[src/rtl/demux_reg4_if.sv]
// demux_reg4_if: producer/consumer bus of the registered 1:4 demultiplexer
interface demux_reg4_if #(parameter int WIDTH = 4, parameter int CNT_W = 8);
  logic [WIDTH-1:0] x;
  logic [1:0]       s;
  logic             in_valid;
  logic             in_ready;
  logic [3:0]       ack;
  logic [WIDTH-1:0] y0, y1, y2, y3;
  logic [3:0]       y_valid;
  logic [CNT_W-1:0] drop_cnt;
  modport master (output x, s, in_valid, ack, input in_ready, y0, y1, y2, y3, y_valid, drop_cnt);
  modport slave  (input x, s, in_valid, ack, output in_ready, y0, y1, y2, y3, y_valid, drop_cnt);
endinterface

[src/rtl/demux_reg4.sv]
// demux_reg4: registered 1:4 demultiplexer with per-channel valid/ack and saturating drop counter
module demux_reg4 #(
  parameter int WIDTH = 4,
  parameter int CNT_W = 8
) (
  input logic         clk,
  input logic         rst,
  demux_reg4_if.slave bus
);
  typedef enum logic {EMPTY, FULL} ch_st_t;
  ch_st_t           r_st [4];
  ch_st_t           w_st_nxt [4];
  logic [WIDTH-1:0] r_y [4];
  logic [WIDTH-1:0] w_y_nxt [4];
  logic [CNT_W-1:0] r_cnt, w_cnt_nxt;
  logic [3:0]       w_v;
  logic [1:0]       w_t;
  logic             w_ready, w_wr, w_drop;
  // s bits are swapped to match the companion mux: 10 -> y1, 01 -> y2
  assign w_t     = {bus.s[0], bus.s[1]};
  assign w_ready = ~w_v[w_t] | bus.ack[w_t];
  assign w_wr    = bus.in_valid & w_ready;
  assign w_drop  = bus.in_valid & ~w_ready;
  always_comb begin
    for (int i = 0; i < 4; i++) w_v[i] = (r_st[i] == FULL);
  end
  // acks are applied first so a same-channel write overrides them
  always_comb begin
    w_st_nxt  = r_st;
    w_y_nxt   = r_y;
    w_cnt_nxt = r_cnt;
    for (int i = 0; i < 4; i++) if (bus.ack[i]) w_st_nxt[i] = EMPTY;
    if (w_wr) begin
      w_st_nxt[w_t] = FULL;
      w_y_nxt[w_t]  = bus.x;
    end
    if (w_drop && r_cnt != '1) w_cnt_nxt = r_cnt + 1'b1;
  end
  always_ff @(posedge clk) begin
    if (rst) begin
      for (int i = 0; i < 4; i++) begin
        r_st[i] <= EMPTY;
        r_y[i]  <= '0;
      end
      r_cnt <= '0;
    end else begin
      r_st  <= w_st_nxt;
      r_y   <= w_y_nxt;
      r_cnt <= w_cnt_nxt;
    end
  end
  assign bus.in_ready = w_ready;
  assign bus.y0       = r_y[0];
  assign bus.y1       = r_y[1];
  assign bus.y2       = r_y[2];
  assign bus.y3       = r_y[3];
  assign bus.y_valid  = w_v;
  assign bus.drop_cnt = r_cnt;
endmodule

[src/flat_wrapper.sv]
// flat-port wrapper written by rule: the top's interface ports become plain ports
module demux_reg4_flat 
#(
  parameter int WIDTH = 4,
  parameter int CNT_W = 8
)
  (clk, rst, bus_x, bus_s, bus_in_valid, bus_ack, bus_in_ready, bus_y0, bus_y1, bus_y2, bus_y3, bus_y_valid, bus_drop_cnt);
  demux_reg4_if #(.WIDTH(WIDTH), .CNT_W(CNT_W)) bus_i ();
  input logic clk;
  input logic rst;
  input wire logic [$bits(bus_i.x)-1:0] bus_x;
  input wire logic [$bits(bus_i.s)-1:0] bus_s;
  input wire logic [$bits(bus_i.in_valid)-1:0] bus_in_valid;
  input wire logic [$bits(bus_i.ack)-1:0] bus_ack;
  output wire logic [$bits(bus_i.in_ready)-1:0] bus_in_ready;
  output wire logic [$bits(bus_i.y0)-1:0] bus_y0;
  output wire logic [$bits(bus_i.y1)-1:0] bus_y1;
  output wire logic [$bits(bus_i.y2)-1:0] bus_y2;
  output wire logic [$bits(bus_i.y3)-1:0] bus_y3;
  output wire logic [$bits(bus_i.y_valid)-1:0] bus_y_valid;
  output wire logic [$bits(bus_i.drop_cnt)-1:0] bus_drop_cnt;
  assign bus_i.x = bus_x;
  assign bus_i.s = bus_s;
  assign bus_i.in_valid = bus_in_valid;
  assign bus_i.ack = bus_ack;
  assign bus_in_ready = bus_i.in_ready;
  assign bus_y0 = bus_i.y0;
  assign bus_y1 = bus_i.y1;
  assign bus_y2 = bus_i.y2;
  assign bus_y3 = bus_i.y3;
  assign bus_y_valid = bus_i.y_valid;
  assign bus_drop_cnt = bus_i.drop_cnt;
  demux_reg4 #(.WIDTH(WIDTH), .CNT_W(CNT_W)) u_core (.clk(clk), .rst(rst), .bus(bus_i));
endmodule
[config.mk]
export PLATFORM = sky130hd
export DESIGN_NAME = demux_reg4_flat
export DESIGN_NICKNAME = d
export VERILOG_FILES = /design/src/rtl/demux_reg4_if.sv /design/src/rtl/demux_reg4.sv /design/src/flat_wrapper.sv
export SDC_FILE = /design/constraint.sdc
export NUM_CORES = 1
export LEC_CHECK = 0
export ABC_AREA = 1
export CAP_MARGIN = 20
export CORE_ASPECT_RATIO = 1.1
export CORE_MARGIN = 2
export CORE_UTILIZATION = 48
export CTS_CLUSTER_DIAMETER = 80
export DETAILED_ROUTE_END_ITERATION = 6
export PLACE_DENSITY = 0.9
export RECOVER_POWER = 100
export SYNTH_ARGS = -nofsm -noshare
export SYNTH_HDL_FRONTEND = slang
export SYNTH_SLANG_ARGS = --single-unit
[constraint.sdc]
create_clock -name clk -period 1.8 [get_ports clk]
set_input_delay 0.54 -clock clk [delete_from_list [all_inputs] [get_ports clk]]
set_output_delay 0.54 -clock clk [all_outputs]
set_load 0.01 [all_outputs]
### Word-level counts from Yosys, hierarchy flattened

Cells that the tools add are included.

| operators by class | value |
|---|---|
| add/sub/neg operators | 1 |
| order comparisons | 3 |
| equal/unequal tests | 1 |
| muxes and demuxes | 14 |
| bitwise gates (word level) | 7 |
| reductions and logical operators | 2 |

Operators by type and width:

| cell | count |
|---|---|
| 16-bit bitwise mux | 1 |
| 8-bit by 1-bit adder with 8-bit output (second input constant) | 1 |
| 4-bit demux with 2-bit select | 1 |
| 4-bit two-way mux | 2 |
| 8-bit != test (second input constant) | 1 |
| 1-bit two-way mux | 7 |
| 1-bit binary-select mux with 2-bit select | 2 |
| 4-bit OR | 1 |
| 3-bit >= comparator (second input constant) | 1 |
| 2-bit by 3-bit less-than comparator with 1-bit output (second input constant) | 1 |
| 3-bit by 1-bit less-than comparator with 1-bit output (second input constant) | 1 |
| 2-bit inverter with 3-bit output | 1 |
| 1-bit AND | 2 |
| 1-bit demux with 2-bit select | 1 |
| 1-bit logical AND | 2 |
| 1-bit inverter | 2 |
| 1-bit OR | 1 |

| word-level totals | value |
|---|---|
| bits in registers | 28 |
| bits of input ports | 13 |

### Logic depth before layout (Yosys ltp)

Gate-level depths: netlist of the first run.

| depth | value |
|---|---|
| depth after elaboration | 7 |
| depth in mapped cells | 10 |
| gate-level depth less buffers | 10 |

### Worst setup path after synthesis of the first run

OpenSTA, ideal clock, no wires.

| timing path | value |
|---|---|
| path kind | input port to output port |
| start point | input bus_s[0] |
| end point | output bus_in_ready |
| arrival | 1.170 ns |
| data required time | 1.260 ns |
| setup slack | 0.090 ns |
| stages on the path | 6 |
| cell sequence | buf_6 > nor2_2 > nand2_1 > nand2_2 > nor2_8 > nand2_8 |

| between the ends | value |
|---|---|
| cells in the longest elaborated chain, start to end | 4 |

RTL lines:

| what | RTL line | source |
|---|---|---|
| from (decl) | flat_wrapper.sv:12 | `input wire logic [$bits(bus_i.s)-1:0] bus_s;` |
| 1-bit binary-select mux with 2-bit select | demux_reg4.sv:21 | `assign w_ready = ~w_v[w_t] \| bus.ack[w_t];` |
| 1-bit two-way mux (implied by the code) | demux_reg4.sv:21 |  |
| 1-bit inverter | demux_reg4.sv:21 |  |
| 1-bit OR (*) | demux_reg4.sv:21 |  |
| to (decl) | flat_wrapper.sv:15 | `output wire logic [$bits(bus_i.in_ready)-1:0] bus_in_ready;` |

Every way passes the cells marked *; elsewhere a longest branch is shown, timed or not. The select of a mux whose other input is x is not followed.

### Worst setup path in the final report of the first run

| timing path | value |
|---|---|
| start point | input bus_ack[2] |
| end point | output bus_in_ready |

| between the ends | value |
|---|---|
| cells in the longest elaborated chain, start to end | 3 |

RTL lines:

| what | RTL line | source |
|---|---|---|
| from (decl) | flat_wrapper.sv:14 | `input wire logic [$bits(bus_i.ack)-1:0] bus_ack;` |
| 1-bit binary-select mux with 2-bit select | demux_reg4.sv:21 |  |
| 1-bit two-way mux (implied by the code) | demux_reg4.sv:21 |  |
| 1-bit OR | demux_reg4.sv:21 |  |

Every way passes these cells. The select of a mux whose other input is x is not followed.

==> results_dict.tcl, run 1 <==
set metrics [dict create \
    status "finished with violations" \
    violations "DRC" \
    clkPwrFrac_pct 25.0 \
    fill_cells 259 \
    synth_common_cells "nand2_1 (79), nor2_1 (41), inv_1 (35)" \
    ant_nets 0 \
    drtIter0Drc 73 \
    drc 2 \
    cap_viol_max_count 0 \
    n_antenna_cell 0 \
    worst_slew_pin_slew_ps 409 \
    required_ps 1260 \
    crit_path_top_delay_cell "dlygate4sd2_1" \
    finalHoldViolations 0 \
    synth_top_area_share_pct 35.2 \
    muxShareOfSynthArea_pct 0 \
    peakVddDrop_mv 0.436 \
    synth-edff-count 0 \
    finalClockSkew_ps 4.34 \
    startpoint "bus_ack[2]" \
    synthArstFlopShare_pct 0 \
    p_sw_share_pct 27.7 \
    antenna_found_initial 0 \
    yosysSeqAreaShare_pct 35.2 \
    crit_path_cell_trace "dlygate4sd2_1 -> nand3_1 -> nand2_2 -> nor2_8 -> nand2_8 -> buf_6" \
    core-area_um2 3100 \
    clk_latency_ps 330 \
    io_buffer_count 41 \
    rows 21 \
    end_kind "output port" \
    p_leak_nw 1.11 \
    clk_pin_slew_ps 150 \
    grt_overflow 0 \
    layout.nets 322 \
    htreeDepth 1 \
    crit_arrival_ps 1250 \
    synth_fa_ha_area_share_pct 0.786 \
    r2r_slack_ps 240 \
    num_vias 1635 \
    synthToLayoutAreaGrowth_pct 37.5 \
    grt_max_degree 17 \
    cts.sinks 28 \
    synth_compound_area_share_pct 1.57 \
    synth_nets 254 \
    die_height_um 64.4 \
    ios 42 \
    fin_crit_sh_pct 99.6 \
    rsz0062_at_grt "yes" \
    die_area_um2 3800 \
    critical_path.max_fanout 2 \
    synthCells 240 \
    tns_ps 0 \
    reg2reg_to "u_core.bus.drop_cnt[0]$_SDFFE_PP0P_" \
    fin_area_um2 2190 \
    cts_buffers 3 \
    power.internal_w 0.000901 \
    endpoint "bus_in_ready" \
    slew_headroom_pct 72.7 \
    cts_buffer_depth 2 \
    period_minus_slack_ps 1790 \
    hpwlAfterDp_mm 2.77 \
    p_per_area_nw_per_um2 569 \
    netlist_top_cells_area "dfxtp_1 (35%), nand2_1 (19%), nor2_1 (9.7%), inv_1 (8.2%), nor2_2 (7.1%)" \
    ff2ff_path_depth 8 \
    first_pass_iters 6 \
    slew_viol_final 0 \
    dpl_cell_area_um2 2200 \
    routed_wl_mm 3.76 \
    start_util_pct 51.4 \
    path_class "input port to output port" \
    track_usage_pct 21.2 \
    p_comb_share_pct 21.9 \
    drive_gt1_share_pct 21.2 \
    ys.flop_type "dfxtp_1" \
    hold_path.class "flip-flop to flip-flop" \
    worst_hold_path.num_cells 4 \
    tritoncts "yes" \
    p_sw_w 0.000345 \
    synth_cell_types 21 \
    vias_per_cell 4.79 \
    wire_per_inst_um 11.0 \
    synth.avg_cell_area_um2 6.64 \
    synth.most_common_cell "nand2_1" \
    setup-violations-final 0 \
    grt_pass1_wl_mm 6.34 \
    p_total_w 0.00125 \
    gp_congestion 0.851 \
    r2r_start "u_core.bus.drop_cnt[0]$_SDFFE_PP0P_" \
    startpoint_type "input port" \
    slowest_delay_ps 250 \
    grt_pass1_vias 1462 \
    yosysTopAreaCell "dfxtp_1" \
    seq_power_share_pct 53.1 \
    synth-simple-area-share_pct 50.0 \
    ys_seq_elements 28 \
    syn_area_um2 1590 \
    synth_top_family_by_area "simple AND/OR/NAND/NOR gates" \
    synth_xor_area_share_pct 1.65 \
    synth_warnings 0 \
    chipWidth_um 58.9 \
    cts-root-buf "clkbuf_4" \
    max_freq_mhz 558 \
]
-- through the flow --
stage / util (%) / std cells / setup slack (ps) / hold slack (ps)
2_1_floorplan: - / 240 / 90.1 / 505
3_3_place_gp: 71.0 / 334 / -893 / 510
3_5_place_dp: 71.0 / 334 / -910 / 515
4_1_cts: 73.1 / 341 / 1.30 / 537
5_1_grt: 70.6 / 341 / -43.1 / 572
6_report: 70.6 / 341 / 7.27 / 537
-- layout make-up --
type	count	area, um^2	share of cell area (%)
multi-input cells	171	805	36.7
repair buffers	68	596	27.2
flip-flops and latches	28	573	26.2
inverters	36	138	6.29
well taps	34	42.5	1.94
clock buffers	4	36.3	1.66
-- what timing repair did --
| item | 4_1_cts | 5_1_grt |
|---|---|---|
| gates resized for setup | 40 | 24 |
| setup buffers | 3 | 0 |
| hold buffers | 0 | 0 |
| setup endpoints to repair | 40 | 20 |
| pin swaps | 7 | 0 |
-- power groups by stage --
stage	Clock [W]	Sequential, W	Combinational, W
2_1_floorplan	0	0.000688	0.000135
3_3_place_gp	0	0.000675	0.000288
3_5_place_dp	0	0.000675	0.000294
4_1_cts	0.000317	0.000660	0.000292
5_1_grt	0.000352	0.000665	0.000300
6_report	0.000311	0.000662	0.000273
-- cell families (layout without fill, tap and decap cells) --
kind of cell             Yosys count  after routing
adder cells (fa/ha/maj)            1              1
flip-flops                        28             28
AND/OR/NAND/NOR                  162            162
AO/OA/AOI/OAI                      5              5
buffers and inverters             41            108
XOR/XNOR                           3              3
-- per-layer routing --
metal	wire length [um]	GRT usage (%)	share of wire (%)
met5	0	0	0
met4	19	6.82	0.51
met3	188	4.99	5.0
met2	1910	36.8	51
met1	1640	25.2	44
-- sequential cells by signal, summed over array words and instances, names as in the netlist --
register             count
u_core.bus.drop_cnt      8
u_core.bus.y0            4
u_core.bus.y1            4
u_core.bus.y2            4
u_core.bus.y3            4
u_core.bus.y_valid       4
-- how the worst min path moves through the flow --
stage	slack, ps	to	from
2_1_floorplan	500	u_core.bus.y_valid[0]$_SDFF_PP0_	u_core.bus.y_valid[0]$_SDFF_PP0_
3_3_place_gp	510	u_core.bus.y1[2]$_SDFFE_PP0P_	u_core.bus.y1[2]$_SDFFE_PP0P_
3_5_place_dp	510	u_core.bus.y2[3]$_SDFFE_PP0P_	u_core.bus.y2[3]$_SDFFE_PP0P_
4_1_cts	540	u_core.bus.y2[2]$_SDFFE_PP0P_	u_core.bus.y2[2]$_SDFFE_PP0P_
5_1_grt	570	u_core.bus.y0[3]$_SDFFE_PP0P_	u_core.bus.y0[3]$_SDFFE_PP0P_
6_report	540	u_core.bus.y2[3]$_SDFFE_PP0P_	u_core.bus.y2[3]$_SDFFE_PP0P_
-- worst max-delay path, delay by kind of cell --
family / cells / cell delay (ps)
and+or+nand+nor: 4 / 340
buffers and inverters: 2 / 360
-- layout by cell type (no fill, tap or decap), types with 4 or more instances in the layout --
cell type / synthesis / routed
nand2_1: 79 / 78
nor2_1: 41 / 42
inv_1: 35 / 35
buf_4: 2 / 25
dfxtp_1: 28 / 20
nor2_2: 18 / 17
clkdlybuf4s25_1: 0 / 14
nand3_1: 9 / 13
clkdlybuf4s50_1: 0 / 12
dlygate4sd2_1: 0 / 8
dfxtp_2: 0 / 7
a21oi_1: 5 / 5
nand4_1: 4 / 5
clkbuf_1: 0 / 4
(Power assumes the default switching activity.)
==> run 2: changes to the inputs <==
--- a/config.mk
+++ b/config.mk
@@ -11,6 +11,7 @@
 export CORE_MARGIN = 2
 export CORE_UTILIZATION = 48
 export CTS_CLUSTER_DIAMETER = 80
+export CTS_CLUSTER_SIZE = 10
 export DETAILED_ROUTE_END_ITERATION = 6
 export PLACE_DENSITY = 0.9
 export RECOVER_POWER = 100
==> results of run 2 <==
Final layout, timing and power as in run 1 (identical DEF).
==> run 3: changes to the inputs <==
--- a/config.mk
+++ b/config.mk
@@ -6,13 +6,13 @@
 export NUM_CORES = 1
 export LEC_CHECK = 0
 export ABC_AREA = 1
-export CAP_MARGIN = 20
 export CORE_ASPECT_RATIO = 1.1
 export CORE_MARGIN = 2
 export CORE_UTILIZATION = 48
 export CTS_CLUSTER_DIAMETER = 80
 export CTS_CLUSTER_SIZE = 10
 export DETAILED_ROUTE_END_ITERATION = 6
+export GPL_ROUTABILITY_DRIVEN = 0
 export PLACE_DENSITY = 0.9
 export RECOVER_POWER = 100
 export SYNTH_ARGS = -nofsm -noshare
==> results of run 3 <==
Final layout, timing and power as in run 1 (identical DEF).
